==> src/rtl/qed_instruction_buffer_pkg.sv <==
// Shared constants and types for the QED instruction buffer (package qed_pkg).
package qed_pkg;

  localparam logic [6:0]  OPC_LOAD     = 7'b0000011;
  localparam logic [6:0]  OPC_STORE    = 7'b0100011;
  localparam logic [6:0]  OPC_ALUREG   = 7'b0110011;
  localparam logic [6:0]  OPC_ALUIMM   = 7'b0010011;
  localparam logic [2:0]  FUNCT3_W     = 3'b010;
  localparam logic [31:0] NOP_INSN_DEF = 32'h00000013;

  typedef enum logic {ST_ORIG, ST_DUP} state_t;

endpackage

==> src/rtl/qed_instruction_buffer_fifo.sv <==
// Generic synchronous FIFO (module qed_fifo); storage is not reset, only pointers and count.
module qed_fifo #(
  parameter int DATA_W = 32,
  parameter int DEPTH  = 16,
  parameter int PTR_W  = 4
) (
  input  logic              clk,
  input  logic              rst,
  input  logic              push,
  input  logic              pop,
  input  logic [DATA_W-1:0] wr_data,
  output logic [DATA_W-1:0] rd_data,
  output logic [PTR_W:0]    count,
  output logic              full,
  output logic              empty
);

  logic [DATA_W-1:0] mem [DEPTH];
  logic [PTR_W-1:0]  wr_ptr;
  logic [PTR_W-1:0]  rd_ptr;
  logic              do_push;
  logic              do_pop;

  assign do_push = push && !full;
  assign do_pop  = pop && !empty;
  assign full    = (count == (PTR_W+1)'(DEPTH));
  assign empty   = (count == '0);
  assign rd_data = mem[rd_ptr];

  // Pointers wrap naturally because DEPTH is a power of two.
  always_ff @(posedge clk) begin
    if (rst) begin
      wr_ptr <= '0;
      rd_ptr <= '0;
      count  <= '0;
    end else begin
      if (do_push) wr_ptr <= wr_ptr + 1'b1;
      if (do_pop)  rd_ptr <= rd_ptr + 1'b1;
      case ({do_push, do_pop})
        2'b10:   count <= count + 1'b1;
        2'b01:   count <= count - 1'b1;
        default: count <= count;
      endcase
    end
  end

  always_ff @(posedge clk) begin
    if (do_push) mem[wr_ptr] <= wr_data;
  end

endmodule

==> src/rtl/qed_instruction_buffer.sv <==
// QED instruction buffer: passes fetches through, records eligible ones and replays them as duplicates.
// Optional macro QED_AUTO_DUP_EN: a full FIFO in ORIG starts replay without exec_dup.
module qed_instruction_buffer
  import qed_pkg::*;
#(
  parameter int          DEPTH    = 16,
  parameter int          PTR_W    = 4,
  parameter logic [31:0] NOP_INSN = NOP_INSN_DEF
) (
  input  logic           clk,
  input  logic           rst,
  input  logic           ena,
  input  logic           exec_dup,
  input  logic [31:0]    ifu_instruction,
  input  logic           ifu_valid,
  output logic           ifu_ready,
  output logic [31:0]    ifu_qed_instruction,
  output logic           qed_valid,
  output logic           is_dup,
  output logic [PTR_W:0] count,
  output logic           full,
  output logic           empty,
  output logic           commit_done
);

  function automatic logic is_eligible(input logic [6:0] opc, input logic [2:0] f3);
    return ((opc == OPC_LOAD)  && (f3 == FUNCT3_W)) ||
           ((opc == OPC_STORE) && (f3 == FUNCT3_W)) ||
           (opc == OPC_ALUREG) || (opc == OPC_ALUIMM);
  endfunction

  state_t         state;
  state_t         state_nxt;
  logic           accept;
  logic           push;
  logic           pop;
  logic           last_pop;
  logic           dup_req;
  logic [PTR_W:0] count_after_push;
  logic [31:0]    head;

  logic [31:0]    insn_p0;
  logic           vld_p0;
  logic           dup_p0;
  logic           done_p0;

  qed_fifo #(
    .DATA_W (32),
    .DEPTH  (DEPTH),
    .PTR_W  (PTR_W)
  ) u_fifo (
    .clk     (clk),
    .rst     (rst),
    .push    (push),
    .pop     (pop),
    .wr_data (ifu_instruction),
    .rd_data (head),
    .count   (count),
    .full    (full),
    .empty   (empty)
  );

  always_ff @(posedge clk) begin
    if (rst) state <= ST_ORIG;
    else     state <= state_nxt;
  end

  // A push in the same cycle as exec_dup counts towards the replay.
  always_comb begin
    state_nxt = state;
    if (ena) begin
      case (state)
        ST_ORIG: if (dup_req && (count_after_push != '0)) state_nxt = ST_DUP;
        ST_DUP:  if (last_pop) state_nxt = ST_ORIG;
        default: state_nxt = ST_ORIG;
      endcase
    end
  end

  always_comb begin
    ifu_ready        = (state == ST_ORIG) && !full;
    accept           = ifu_valid && ifu_ready && ena;
    push             = accept && is_eligible(ifu_instruction[6:0], ifu_instruction[14:12]);
    pop              = ena && (state == ST_DUP) && !empty;
    last_pop         = pop && (count == (PTR_W+1)'(1));
    count_after_push = count + (PTR_W+1)'(push);
`ifdef QED_AUTO_DUP_EN
    dup_req          = exec_dup || full;
`else
    dup_req          = exec_dup;
`endif
  end

  // Output stage: one register between accept/pop and the decoder.
  always_ff @(posedge clk) begin
    if (rst) begin
      insn_p0 <= NOP_INSN;
      vld_p0  <= 1'b0;
      dup_p0  <= 1'b0;
      done_p0 <= 1'b0;
    end else begin
      done_p0 <= last_pop;
      if (ena) begin
        if (state == ST_DUP) begin
          insn_p0 <= head;
          vld_p0  <= pop;
          dup_p0  <= pop;
        end else if (accept) begin
          insn_p0 <= ifu_instruction;
          vld_p0  <= 1'b1;
          dup_p0  <= 1'b0;
        end else begin
          insn_p0 <= NOP_INSN;
          vld_p0  <= 1'b0;
          dup_p0  <= 1'b0;
        end
      end
    end
  end

  assign ifu_qed_instruction = insn_p0;
  assign qed_valid           = vld_p0;
  assign is_dup              = dup_p0;
  assign commit_done         = done_p0;

endmodule

==> config.mk <==
export PLATFORM = sky130hd
export DESIGN_NAME = qed_instruction_buffer
export DESIGN_NICKNAME = d
export VERILOG_FILES = /design/src/rtl/qed_instruction_buffer_pkg.sv /design/src/rtl/qed_instruction_buffer_fifo.sv /design/src/rtl/qed_instruction_buffer.sv
export SDC_FILE = /design/constraint.sdc
export NUM_CORES = 1
export LEC_CHECK = 0
export CORE_UTILIZATION = 40
export DETAILED_ROUTE_END_ITERATION = 8
export GPL_TIMING_DRIVEN = 0
export PLACE_DENSITY = 0.64
export SETUP_SLACK_MARGIN = 0.05
export SYNTH_ARGS = -nofsm -noshare
export SYNTH_HDL_FRONTEND = slang
export SYNTH_SLANG_ARGS = --single-unit
==> constraint.sdc <==
create_clock -name clk -period 11.6 [get_ports clk]
set_input_delay 3.48 -clock clk [delete_from_list [all_inputs] [get_ports clk]]
set_output_delay 3.48 -clock clk [all_outputs]
set_load 0.01 [all_outputs]
# Word level (Yosys, flattened, before mapping)
# Memory sizes are Yosys's and may differ from the RTL's. A register that Yosys moved wholly into a read port is not among the register bits.
# Cells that the tools add are included.
# totals
register_bits	49
ramBits	512
in_bits	37
out_inout_bits	43
elab_cells	57
memories	1
# classes
add_sub_neg	5
eq_ne	9
muxes	13
bitwise_logic	1
n_reduce_logical	20
# mem_list
name	depth	word_bits	read_ports	rd_clocked_by_memory_dff	wr	line_no	source
u_fifo.mem	16	32	1	1	1	qed_instruction_buffer_fifo.sv:18	logic [DATA_W-1:0] mem [DEPTH];
# ops
operator	count
32-bit two-way mux	2
7-bit by 6-bit == test with 1-bit output (second input constant)	2
1-bit logical AND	12
5-bit case mux with 2 select lines	1
4-bit by 1-bit adder with 4-bit output (second input constant)	2
4-bit two-way mux	2
7-bit by 2-bit == test with 1-bit output (second input constant)	1
7-bit by 5-bit == test with 1-bit output (second input constant)	1
1-bit two-way mux	7
5-bit by 1-bit adder with 5-bit output	1
5-bit by 1-bit adder with 5-bit output (second input constant)	1
5-bit by 1-bit == test with 1-bit output (second input constant)	1
5-bit == test (second input constant)	1
5-bit zero test	1
5-bit nonzero test	1
5-bit by 1-bit subtractor with 5-bit output (second input constant)	1
3-bit by 2-bit == test with 1-bit output (second input constant)	1
1-bit logical OR	3
2-bit by 1-bit == test with 1-bit output (second input constant)	1
2-bit == test (second input constant)	1
1-bit zero test	2
1-bit case mux with 2 select lines	1
2-bit nonzero test	1
1-bit inverter	1

# Longest topological paths before layout
# logic_depth
word_depth	11
mapped_depth	14
mapped_depth_nobuf	11

# By module
# Synthesis repeated with hierarchy kept, for this count alone.
# hier_totals
cells_unflattened	985
hier_area_um2	21743.4
# modules_own_cells
module	n_inst	cells_each	area_each_um2	seq_area_each_um2
qed_fifo	1	835	20288.2	15715.1
qed_instruction_buffer	1	150	1455.1	720.7

# Least setup slack after synthesis
# Ideal clock, no wire load.
# synth_path
path_type	input-to-reg
from	input ifu_instruction[6]
to	memory u_fifo.mem[0][0] (enable)
setup_time_ns	0.502
arrival_time_ns	7.486
required_time_ns	11.098
setup_slack_ns	3.611
stages	5
path_buffers	1
path_cell_list	nor4b_1 o2111a_1 and2_1 buf_4 nor4bb_1
# synth_between
elab_chain_cells	9
elab_cells_between_ends	13
classes_between	4 x eq/ne; 2 x mux; 7 x reduce/logical
# synth_rtl
item	line_no	source
from (decl)	qed_instruction_buffer.sv:14	input logic [31:0] ifu_instruction,
7-bit by 2-bit == test with 1-bit output or 7-bit by 6-bit == test with 1-bit output (tied branches)	qed_instruction_buffer.sv:27, qed_instruction_buffer.sv:28	
1-bit logical AND, on equally long branches	qed_instruction_buffer.sv:27, qed_instruction_buffer.sv:28	
1-bit logical OR	qed_instruction_buffer.sv:27	return ((opc == OPC_LOAD) && (f3 == FUNCT3_W)) ||
1-bit logical OR	qed_instruction_buffer.sv:28	((opc == OPC_STORE) && (f3 == FUNCT3_W)) ||
1-bit logical OR *	qed_instruction_buffer.sv:29	(opc == OPC_ALUREG) || (opc == OPC_ALUIMM);
1-bit logical AND *	qed_instruction_buffer.sv:83	push = accept && is_eligible(ifu_instruction[6:0], ifu_instruction[14:12]);
1-bit logical AND *	qed_instruction_buffer_fifo.sv:24	assign do_push = push && !full;
1-bit two-way mux *	qed_instruction_buffer_fifo.sv:48	if (do_push) mem[wr_ptr] <= wr_data;
1-bit two-way mux (not written as such) *	qed_instruction_buffer_fifo.sv:48	
to (decl)	qed_instruction_buffer_fifo.sv:18	
# Every way passes the cells marked *; elsewhere a longest branch is shown, timed or not.

# Worst setup path in the final report
# layout_path
from	input ifu_instruction[6]
to	memory u_fifo.mem[2][20] (enable)
# The elaborated chain is that of the path after synthesis.

==> results.md <==
* Status: complete, no violations
* Slew Limit Fails at 0
* Inst Count DP at 2,023
* Setup violations, final at 0
* Syn_area_per_cell at 19.08 sq um
* Postcts setup bufs at 0
* Top delay family on crit path: simple AND/OR/NAND/NOR gates
* Initial antenna violation count at 5
* Skew final at 0.009679 ns
* Most common cell after layout, fill and taps aside: edfxtp_1
* Num CTS Buffers at 58
* RSZ-0062 raised after global routing: no
* Buffers & Inverters on Critical Path at 3
* Post-CTS Hold Buffers at 0
* Critical Path RT at approximately 12 ns
* Primary FF master, synth: edfxtp_1
* Max cap viols at 0
* Yosys cell types at 59
* CTS tree: built
* Cell area after layout at between 20,000 and 30,000 sq um
* Post-DP HPWL at 35,390 um
* Place WS at 4.049 ns
* Vias in the first global route at about 13,000
* Placed instance area at about 25,000 sq um
* Global-route wire length before repair at 84,660 um
* Period minus WS final at 6.993 ns
* Placeable core area at 55,310 sq um
* Initial DRC count at 1,133
* Skew-Pair Late Insertion Delay at approximately 0.60 ns
* Setup ws final at 4.607 ns
* Leakage at 8.352 nW
* Final antenna-violating net count at 0
* Die Wd at 238.9 um
* Die ar. at about 57,000 sq um
* Clock slew seen by the registers of the worst setup and hold paths at 0.06 ns
* Post-synth EDFFs at 512
* Clock Sinks at 565
* Fin nets at 1,384
* First-pass iteration count of the detailed router at 5
* Synthesized cell area at 22,460 sq um
* Most frequent cells in the layout: edfxtp_1, mux4_2, mux2i_1, clkdlybuf4s50_1, clkbuf_16
* Total GRT Usage at 20.80%
* I/O Buffers at 79
* Row count at 86
* FF+latch count, synth at about 570
* Crit path arrival time at 7.20 ns
* Crit path cell chain: clkdlybuf4s50_1 -> nor4b_1 -> o2111a_1 -> and2_1 -> buf_4 -> buf_6 -> and4bb_2
* Post-synth ARST share at 0%
* Number of synthesis warnings at 0
* Die height at around 240 um
* Max incr delay on CP at 1.15 ns
* Routed wire per std cell at 27.21 um
* P per Cell Area at 158.5 nW/um^2
* HP Class: reg2reg
* Non-Filler Instances at around 2,100
* VDD IR max at 0.1040 mV
* Final wirelength at 58,070 um
* Routability cong. at 0.8116
* GRT overflow at 0
* Clk root buf: clkbuf_16
* Slew @ Worst Pin at roughly 1.4 ns
* CP max stage cell: and4bb_2
* Pin count of the biggest net entering global routing at 33
* Vias per inst at 5.661
* Setup crit start kind: input pin
* Post-synthesis cell count at 1,177
* Post-CTS Resized at 0
* Critical-path maximum fanout at 32
* Max_slew headroom at 9.055%
* Hold Fails Final Rpt at 0
* Share of cells above drive strength 1 at 21.88%
* Num ports at 80
* DRC viols at 0
* Routed via count at 12,081
* Synth Net Count at 1,226
* Sequential-to-total area share from yosys stat at ~73%
* Crit. End Element: flip-flop
* Htree depth at 2
* Fmax at between 100 and 150 MHz
* Initial core utilization at 40.60%
* Period utilisation layout at 60.29%
* P&R area growth vs syn at 18.14%
* CP Class: in2reg
* CTS max path bufs at 3
## Yosys cell counts, types with 3 or more instances
cell         n  share of area, %
a21oi_1     26              0.58
nor2b_1     10              0.28
nand3_1     10              0.22
edfxtp_1   512                68
buf_2       18              0.40
and4_1       8              0.31
o211ai_1    21              0.70
nor2_1      16              0.27
o22a_1      19              0.74
clkbuf_1    32              0.53
nor3_1       4             0.089
buf_12       3              0.27
nand2_1     40              0.67
o22ai_1      8              0.22
mux2_2      34               1.7
buf_6        7              0.35
o21ai_0     33              0.74
xor2_1       3              0.12
a41oi_1      5              0.20
buf_1        3             0.050
dfxtp_1     53               4.7
a21boi_0     3              0.10
o21ai_1     15              0.33
o221ai_2    10              0.67
o31ai_1      5              0.17
inv_1        8              0.13
ha_1        12              0.67
buf_4        6              0.20
nand2b_1     3             0.084
xnor2_1      6              0.23
mux2i_1     84               3.7
a2bb2oi_1   24              0.94
and4b_1      4              0.18
a22oi_1      3              0.10
mux4_2      94               9.4
## routing by layer
layer | GRT usage [%] | vias to the layer above | part of all wire (%)
met1 | 27.67 | 6329 | 42
met5 | 0 | - | 0.067
met3 | 3.279 | 137 | 6.1
met2 | 34.41 | 445 | 49
met4 | 7.887 | 6 | 3.4
li1 | - | 5164 | -
## power breakdown
| part | switching [mW] | internal [mW] |
|---|---|---|
| Combinational | 0.0563 | 0.0313 |
| Sequential | 0.00450 | 2.22 |
| Clock | 0.764 | 1.13 |
## kinds of logic after synthesis
family	Yosys count	synth area share (%)
buf+inv	81	2.106
compound gates	181	5.828
flops	565	73.19
xor+xnor	9	0.3511
mux	212	14.88
fa+ha+maj	12	0.6686
simple gates	117	2.975
## registers in the layout (all words and copies together), names as in the netlist, named ones only
name,flops
commit_done,1
state,1
u_fifo.mem,512
u_fifo.count,5
u_fifo.rd_ptr,4
u_fifo.wr_ptr,4
is_dup,1
ifu_qed_instruction,32
qed_valid,1
## worst min-delay path, delay by kind of cell (launching register included)
kind | cells | cell delay, ns
AND/OR/NAND/NOR | 1 | 0.07
AO/OA/AOI/OAI | 1 | 0.06
flip-flops | 1 | 0.33
## worst paths after layout
check / from / to / slack [ns] / depth (start not counted)
min reg2reg: is_dup$_SDFFE_PP0P_ / is_dup$_SDFFE_PP0P_ / 0.50 / 2
max reg2reg: u_fifo.count[0]$_SDFFE_PP0P_ / u_fifo.mem[2][20]$_DFFE_PP_ / 8.05 / 9
max: ifu_instruction[6] / u_fifo.mem[2][20]$_DFFE_PP_ / 4.61 / 7
min: is_dup$_SDFFE_PP0P_ / is_dup$_SDFFE_PP0P_ / 0.50 / 2
## per-stage QoR
stage / utilization (%) / hold WS [ns] / power, mW / setup TNS [ns]
2_1_floorplan: - / 0.4851 / 2.294 / 0
3_3_place_gp: 43.72 / 0.4953 / 2.353 / -116.87
3_5_place_dp: 44.43 / 0.5002 / 2.357 / 0
4_1_cts: 47.96 / 0.5143 / 4.232 / 0
5_1_grt: 47.97 / 0.5399 / 4.314 / 0
6_report: 47.97 / 0.5022 / 4.205 / 0
## cell type report
class	instances	area, sq um
Antenna cell	1	2.502
Timing Repair Buffer	98	1132
Sequential cell	565	16440
Buffer	71	435.4
Multi-Input combinational cell	531	5597
Fill cell	4646	28780
Clock inverter	17	186.4
Inverter	10	37.54
Tap cell	748	935.9
Clock buffer	93	1767
Power figures use the tool's default switching activity.
==> edit: new RTL, same flow settings <==
The option `QED_AUTO_DUP_EN` is turned on by a define.
--- a/src/rtl/qed_instruction_buffer.sv
+++ b/src/rtl/qed_instruction_buffer.sv
@@ -1,4 +1,6 @@
 // QED instruction buffer: passes fetches through, records eligible ones and replays them as duplicates.
 // Optional macro QED_AUTO_DUP_EN: a full FIFO in ORIG starts replay without exec_dup.
+`define QED_AUTO_DUP_EN
+
 module qed_instruction_buffer
   import qed_pkg::*;
Formal check against the unedited RTL: no difference found for any inputs over 4 cycles, from zero or initial values and one cycle with rst high; that may be too few to reach the edited logic, so the function may still have changed.
==> edit against the unedited design <==
Final area shrank 2.4%; sequential cell count is the same; global-route usage shrank 1.1 points; synthesized area fell by 1.9%; setup slack improved by 160 ps; count of clock-buffer cells in the layout decreased by 27; routed wire length is 5.4% lower; clock power shrank 11%; total power is 5.0% lower; critical path type unchanged; critical endpoint is now u_fifo.mem[11][15]$_DFFE_PP_; largest power group unchanged; highest routed layer unchanged.
==> edit: results <==
grt:
  grt_pass1_vias: 11900
  grtUsageTotal_pct: 19.8
  met1_usage_pct: 27.5
  grt_use_met2_pct: 31.0
  grt_max_degree: 24
yosys:
  synthMuxAreaShare_pct: 14.9
  netlist.area_leader.share_pct: 69.8
  synthAdderAreaFrac_pct: 0.681
  synth_compound_area_share_pct: 5.29
detailed_routing:
  wl_met2_um: 25900
  wl_met3_um: 4530
  drt_iter0_markers: 1275
  wire_per_inst_um: 26.8
placed_design:
  dp.cells: 1948
  routabilityCongestion: 0.780
  dp_hpwl_um: 34400
die:
  floorplan.core_area_um2: 54100
finish:
  nets: 1357
  fillers: 4416
  layout-drive-gt1-share_pct: 21.2
  clkbuf_count: 66
timing:
  slew-limit-headroom_pct: 28.4
  fin_skew_ps: 22.6
status:
  status: "finished, final reports clean"
power:
  p_int_mw: 3.19
  power.leakage_nw: 7.86
worst_setup_path:
  r2r_end: "u_fifo.mem[11][15]$_DFFE_PP_"
## edit: worst min-delay path by stage
stage | from | to | slack [ps] | depth (start not counted)
4_1_cts | is_dup$_SDFFE_PP0P_ | is_dup$_SDFFE_PP0P_ | 530 | 2
6_report | is_dup$_SDFFE_PP0P_ | is_dup$_SDFFE_PP0P_ | 540 | 2
3_5_place_dp | u_fifo.rd_ptr[3]$_SDFFE_PP0P_ | flip-flop | 520 | 2
2_1_floorplan | u_fifo.rd_ptr[3]$_SDFFE_PP0P_ | flip-flop | 480 | 2
5_1_grt | is_dup$_SDFFE_PP0P_ | is_dup$_SDFFE_PP0P_ | 550 | 2
3_3_place_gp | u_fifo.rd_ptr[3]$_SDFFE_PP0P_ | u_fifo.rd_ptr[3]$_SDFFE_PP0P_ | 510 | 2
## edit: worst min-delay path, delay by kind of cell (launching register included)
family             cells  cell delay (ps)
AOI/OAI and AO/OA      1              120
DFF                    1              330
and+or+nand+nor        1               50
